`src/rtl/mac_accumulator.sv`:
```
// Accumulates a programmed number of 16-bit products into an ACC_W-bit sum and
// presents the result through a valid/ready handshake. Optional build macro:
// MAC_ACCUMULATOR_SATURATE_EN (clamp on carry-out instead of wrapping).
module mac_accumulator #(
    parameter int ACC_W = 24,
    parameter int CNT_W = 8
) (
    input  logic             cclk,
    input  logic             rst_n,
    input  logic             start,
    input  logic [CNT_W-1:0] len,
    input  logic [15:0]      prod_in,
    input  logic             prod_valid,
    output logic [ACC_W-1:0] acc_out,
    output logic             out_valid,
    input  logic             out_ready,
    output logic             busy,
    output logic             overflow
);

    typedef enum logic [1:0] {IDLE, ACCUM, DONE} state_t;

    state_t           state_reg, state_next;
    logic [ACC_W-1:0] acc_reg;
    logic [CNT_W-1:0] cnt_reg;
    logic [CNT_W-1:0] len_reg;
    logic             ovf_reg;

    logic [ACC_W:0]   sum;
    logic             carry;
    logic [ACC_W-1:0] acc_add;
    logic             last_term;

    always_comb begin
        sum       = {1'b0, acc_reg} + {{(ACC_W + 1 - 16){1'b0}}, prod_in};
        carry     = sum[ACC_W];
`ifdef MAC_ACCUMULATOR_SATURATE_EN
        // Once clamped, the sum stays pinned at all-ones for the rest of the run.
        acc_add   = (carry || ovf_reg) ? {ACC_W{1'b1}} : sum[ACC_W-1:0];
`else
        acc_add   = sum[ACC_W-1:0];
`endif
        last_term = (cnt_reg + CNT_W'(1)) == len_reg;
    end

    // State register
    always_ff @(posedge cclk) begin
        if (!rst_n) begin
            state_reg <= IDLE;
        end else begin
            state_reg <= state_next;
        end
    end

    // Next-state logic
    always_comb begin
        state_next = state_reg;
        case (state_reg)
            IDLE: begin
                if (start) begin
                    state_next = (len == '0) ? DONE : ACCUM;
                end
            end
            ACCUM: begin
                if (prod_valid && last_term) begin
                    state_next = DONE;
                end
            end
            DONE: begin
                if (out_ready) begin
                    state_next = IDLE;
                end
            end
            default: state_next = IDLE;
        endcase
    end

    // Accumulator datapath
    always_ff @(posedge cclk) begin
        if (!rst_n) begin
            acc_reg <= '0;
            cnt_reg <= '0;
            len_reg <= '0;
            ovf_reg <= 1'b0;
        end else begin
            case (state_reg)
                IDLE: begin
                    if (start) begin
                        acc_reg <= '0;
                        cnt_reg <= '0;
                        len_reg <= len;
                        ovf_reg <= 1'b0;
                    end
                end
                ACCUM: begin
                    if (prod_valid) begin
                        acc_reg <= acc_add;
                        cnt_reg <= cnt_reg + CNT_W'(1);
                        if (carry) begin
                            ovf_reg <= 1'b1;
                        end
                    end
                end
                default: ;
            endcase
        end
    end

    // Outputs
    always_comb begin
        acc_out   = acc_reg;
        out_valid = (state_reg == DONE);
        busy      = (state_reg != IDLE);
        overflow  = ovf_reg;
    end

endmodule

```
`config.mk`:
```
export PLATFORM = sky130hd
export DESIGN_NAME = mac_accumulator
export DESIGN_NICKNAME = d
export VERILOG_FILES = /design/src/rtl/mac_accumulator.sv
export SDC_FILE = /design/constraint.sdc
export NUM_CORES = 1
export LEC_CHECK = 0
export CAP_MARGIN = 30
export CORE_MARGIN = 3
export CORE_UTILIZATION = 25
export CTS_CLUSTER_SIZE = 16
export DETAILED_ROUTE_END_ITERATION = 12
export PLACE_DENSITY_LB_ADDON = 0.25
export SLEW_MARGIN = 20
export SYNTH_ARGS = -nofsm -noshare
export SYNTH_HDL_FRONTEND = slang
export SYNTH_SLANG_ARGS = --single-unit
```
`constraint.sdc`:
```
create_clock -name cclk -period 3 [get_ports cclk]
set_clock_uncertainty 0.15 [all_clocks]
set_input_delay 0.6 -clock cclk [delete_from_list [all_inputs] [get_ports cclk]]
set_output_delay 0.6 -clock cclk [all_outputs]
set_load 0.005 [all_outputs]
```
==> reports/results.md <==
| Result | This run | Unit |
|---|---|---|
| Worst reg2reg path endpoint | acc_out[17]$_SDFFE_PN0P_ | - |
| IO Count | 56 | - |
| Clock Root Buffer | sky130_fd_sc_hd__clkbuf_8 | - |
| Initial Utilization | 26.3 | % |
| Unrepaired setup endpoints after global routing | true | - |
| Critical path required time | 3.05 | ns |
| End point of the worst hold path | len_reg[3]$_SDFFE_PN0P_ | - |
| Headroom to the max-slew limit | 70.3 | % |
| Dpl cell area | 0.00371 | mm² |
| Total global routing overflow | 0 | - |
| Share of the yosys chip area belonging to registers | 30.9 | % |
| Number of distinct library cell variants in the gate-level netlist after synthesis | 51 | - |
| Fill cell count | 1118 | - |
| Count of routing violations after the opening detailed-route iteration | 72 | - |
| Switching part of the total | 28.7 | % |
| IO Port Bufs | 55 | - |
| Number of remaining DRC errors | 0 | - |
| Transition time at the pin with the least slew margin | 0.441 | ns |
| Largest fanout of any net on the critical path | 3 | - |
| Area of combinational cells with multiple inputs | 0.00185 | mm² |
| Area Overhead vs Synth | 37.8 | % |
| Final estimated routing congestion in global placement | 0.807 | - |
| Reported net switching power | 425 | µW |
| Post-Layout Inst Area | 0.00384 | mm² |
| F_max | 0.340 | GHz |
| Final sum of negative setup slack | 0 | ns |
| Clock input transition at the sequential cells of the worst setup and hold paths | 0.09 | ns |
| Largest net degree at the start of global routing | 31 | - |
| Clk pwr share | 33.5 | % |
| Final Max Slew Viols | 0 | - |
| Logic pwr share | 25.0 | % |
| Register share of total power | 41.5 | % |
| Cell count after synthesis | 350 | - |
| Number of hold violations in the final report | 0 | - |
| Wire length after detailed routing | 7650 | µm |
| CTS tree | yes | - |
| Post-layout net count | 479 | - |
| Std-Cell Core Area | 0.0106 | mm² |
| First-pass GRT wire length | 13100 | µm |
| Most instantiated library cell after synthesis | sky130_fd_sc_hd__nand2_1 | - |
| Die Width | 112 | µm |
| Vias in the first global route | 2725 | - |
| Kind of start point of the critical path | input port | - |
| Cell types with the largest area share after synthesis | sky130_fd_sc_hd__dfxtp_1 (31%), sky130_fd_sc_hd__ha_1 (7.6%), sky130_fd_sc_hd__nand2_1 (6.5%) | - |
| Max stage delay on crit path | 0.42 | ns |
| Share of the synthesized area in the top cell type | 30.9 | % |
| Buffering stage count on the worst path with inverters included | 2 | - |
| Area taken by flip-flops and latches | 861 | µm² |
| Leakage power | 1.53 | nW |
| Start-to-end type of the worst setup path | input port to flop | - |
| Share of cells above drive strength 1 | 12.2 | % |
| Cell accounting for the most synthesized area | sky130_fd_sc_hd__dfxtp_1 | - |
| Number of antenna violations at the first check in global routing | 0 | - |
| Final worst path period need | 2.94 | ns |
| Number of nets in the synthesized netlist | 397 | - |
| Source-to-sink clock delay at the later pin of the worst-skew pair | 0.30 | ns |
| HPWL after DPL | 5800 | µm |
| Crit-path leading delay family | compound AO/OA/AOI/OAI gates | - |
| Status | finished, final reports clean | - |
| Fraction of registers with async set or reset after synthesis | 0 | % |
| Worst-case vdd ir drop | 0.175 | mV |
| Register bit count reported by yosys | 43 | - |
| Worst Min Path Start | len_reg[3]$_SDFFE_PN0P_ | - |
| # rows | 37 | - |
| Number of vias in the routed layout | 2770 | - |
| Final Worst Setup Slack | 0.0571 | ns |
| WL per Instance | 13.4 | µm |
| Count of flip-flops with a built-in enable after synthesis | 0 | - |
| Maximum Capacitance Violations | 0 | - |
| Endpoint kind of the worst setup timing path | flop | - |
| GRT Resource Usage Total | 12.4 | % |
| Antenna Violating Nets Remaining | 0 | - |
| Slack of the worst reg-to-reg path | 0.38 | ns |
| RR Startpoint | acc_out[1]$_SDFFE_PN0P_ | - |
| H-Tree Level Count | 2 | - |
| Drt pass-1 iters | 4 | - |
| Top cell types by occurrence after synthesis | sky130_fd_sc_hd__nand2_1 (48), sky130_fd_sc_hd__dfxtp_1 (43), sky130_fd_sc_hd__nor2_1 (25), sky130_fd_sc_hd__a21oi_1 (22), sky130_fd_sc_hd__nor2b_1 (20) | - |
| Slowest CP cell | sky130_fd_sc_hd__a2111oi_4 | - |
| Power density over cell area | 386 | mW/mm² |
| Cells traversed along the worst timing path | clkdlybuf4s50_1, ha_1, nand2_2, or3b_4, a21o_1, a2111oi_4, buf_4, o21a_1, a21oi_1, a31o_2 | - |
| Vias per cell | 4.87 | - |
| Full die area | 0.0125 | mm² |
| Die span in y | 112 | µm |
| Pre-CTS WS | -0.324 | ns |
| Warnings, synthesis | 0 | - |
| Number of cells on the worst hold path | 2 | - |
| Area of the mapped netlist | 0.00279 | mm² |
| Post-synthesis area per instance | 7.97 | µm² |
| Worst min-delay path category | flop to flop | - |
| Internal power consumption | 1.06 | mW |
| Number of buffers created by CTS | 5 | - |
| Number of flip-flops under the largest register name | 24 | - |
| Total setup violations reported at the end of the flow | 0 | - |
| Count of clock tree sinks | 43 | - |
| Arrival time reported for the critical path endpoint | 2.99 | ns |
| Inserted Diodes | 0 | - |
| Most frequently used flop master after synthesis | sky130_fd_sc_hd__dfxtp_1 | - |
| Final clock period utilization by the worst path | 98.1 | % |
| Clock Tree Buf Depth | 2 | - |
| Worst R2R Path Depth | 9 | - |
## power groups by stage
stage	sequential, mW	combinational [mW]	clock [mW]
after floorplan	0.624	0.200	0
after global placement	0.628	0.369	0
after detailed placement	0.628	0.372	0
after CTS	0.615	0.374	0.521
after global routing	0.619	0.414	0.541
final	0.615	0.371	0.497
## per-layer routing
layer  GRT usage, %  vias to the layer above  part of all wire, %
li1               -                     1421                    -
met1           17.7                     1292                   51
met2           19.7                       49                   44
met3           2.34                        8                  3.8
met4           2.51                        0                 0.81
met5              0                        -                    0
## stage by stage
| step | util, % | hold WS (ns) | power (mW) | cells |
|---|---|---|---|---|
| after detailed placement | 35.0 | 0.324 | 1.00 | 560 |
| after global placement | 35.0 | 0.317 | 0.997 | 560 |
| after floorplan | - | 0.305 | 0.824 | 350 |
| after global routing | 36.3 | 0.353 | 1.57 | 569 |
| after CTS | 36.1 | 0.337 | 1.51 | 568 |
| final | 36.3 | 0.332 | 1.48 | 569 |
## final cells by class
class / count / share of cell area, %
Clock inverter: 2 / 1.01
Multi-Input combinational cell: 284 / 48.0
Tap cell: 136 / 4.43
Clock buffer: 6 / 2.15
Timing Repair Buffer: 90 / 21.2
Inverter: 8 / 0.781
Sequential cell: 43 / 22.4
## worst max path at each step
stage / slack (ns) / cells past startpoint / start / end
6_report: 0.06 / 10 / prod_in[3] / acc_out[17]$_SDFFE_PN0P_
5_1_grt: -0.02 / 10 / prod_in[4] / acc_out[17]$_SDFFE_PN0P_
4_1_cts: 0.03 / 10 / prod_in[1] / acc_out[11]$_SDFFE_PN0P_
3_5_place_dp: -0.32 / 9 / prod_in[1] / acc_out[21]$_SDFFE_PN0P_
3_3_place_gp: -0.30 / 9 / prod_in[1] / acc_out[21]$_SDFFE_PN0P_
2_1_floorplan: 0.23 / 8 / prod_in[3] / acc_out[21]$_SDFFE_PN0P_
## cells in the final DEF (no fill, tap or decap), types with 2 or more instances in the layout
cell and n:
sky130_fd_sc_hd__a21boi_0 12, sky130_fd_sc_hd__a21o_1 8, sky130_fd_sc_hd__a21oi_1 22, sky130_fd_sc_hd__a22oi_1 9, sky130_fd_sc_hd__a31o_2 3, sky130_fd_sc_hd__a31oi_1 5
sky130_fd_sc_hd__a41oi_1 3, sky130_fd_sc_hd__and2_1 5, sky130_fd_sc_hd__and3_1 4, sky130_fd_sc_hd__buf_4 35, sky130_fd_sc_hd__clkbuf_8 6, sky130_fd_sc_hd__clkdlybuf4s50_1 54
sky130_fd_sc_hd__dfxtp_1 43, sky130_fd_sc_hd__ha_1 17, sky130_fd_sc_hd__inv_1 8, sky130_fd_sc_hd__nand2_1 48, sky130_fd_sc_hd__nand3_1 16, sky130_fd_sc_hd__nand4_1 9
sky130_fd_sc_hd__nand4b_1 2, sky130_fd_sc_hd__nor2_1 25, sky130_fd_sc_hd__nor2b_1 20, sky130_fd_sc_hd__nor3_1 2, sky130_fd_sc_hd__nor4_1 3, sky130_fd_sc_hd__o211ai_1 3
sky130_fd_sc_hd__o21ai_0 13, sky130_fd_sc_hd__or3_1 2, sky130_fd_sc_hd__or4_1 2, sky130_fd_sc_hd__xnor2_1 14, sky130_fd_sc_hd__xor2_1 10
## logic make-up after synthesis
family / synth area share [%]
AO/OA/AOI/OAI: 23.0
XOR/XNOR: 7.54
buffers and inverters: 3.10
AND/OR/NAND/NOR: 26.8
multiplexers: 0.359
flip-flops: 30.9
adder cells (fa/ha/maj): 8.34
## worst register-to-register path: cells and delay by family, from the launching register on
family | cells | cell delay [ns]
AO/OA/AOI/OAI | 6 | 1.13
adder cells (fa/ha/maj) | 1 | 0.29
buffers and inverters | 1 | 0.18
flip-flops | 1 | 0.36
AND/OR/NAND/NOR | 1 | 0.41
## what timing repair did
action	in CTS	in global routing
hold buffers	0	0
resized for setup	0	5
endpoints found under the hold margin	0	0
setup endpoints to repair	1	11
setup buffers	0	1
pin swaps	1	4
(Power assumes the default switching activity.)
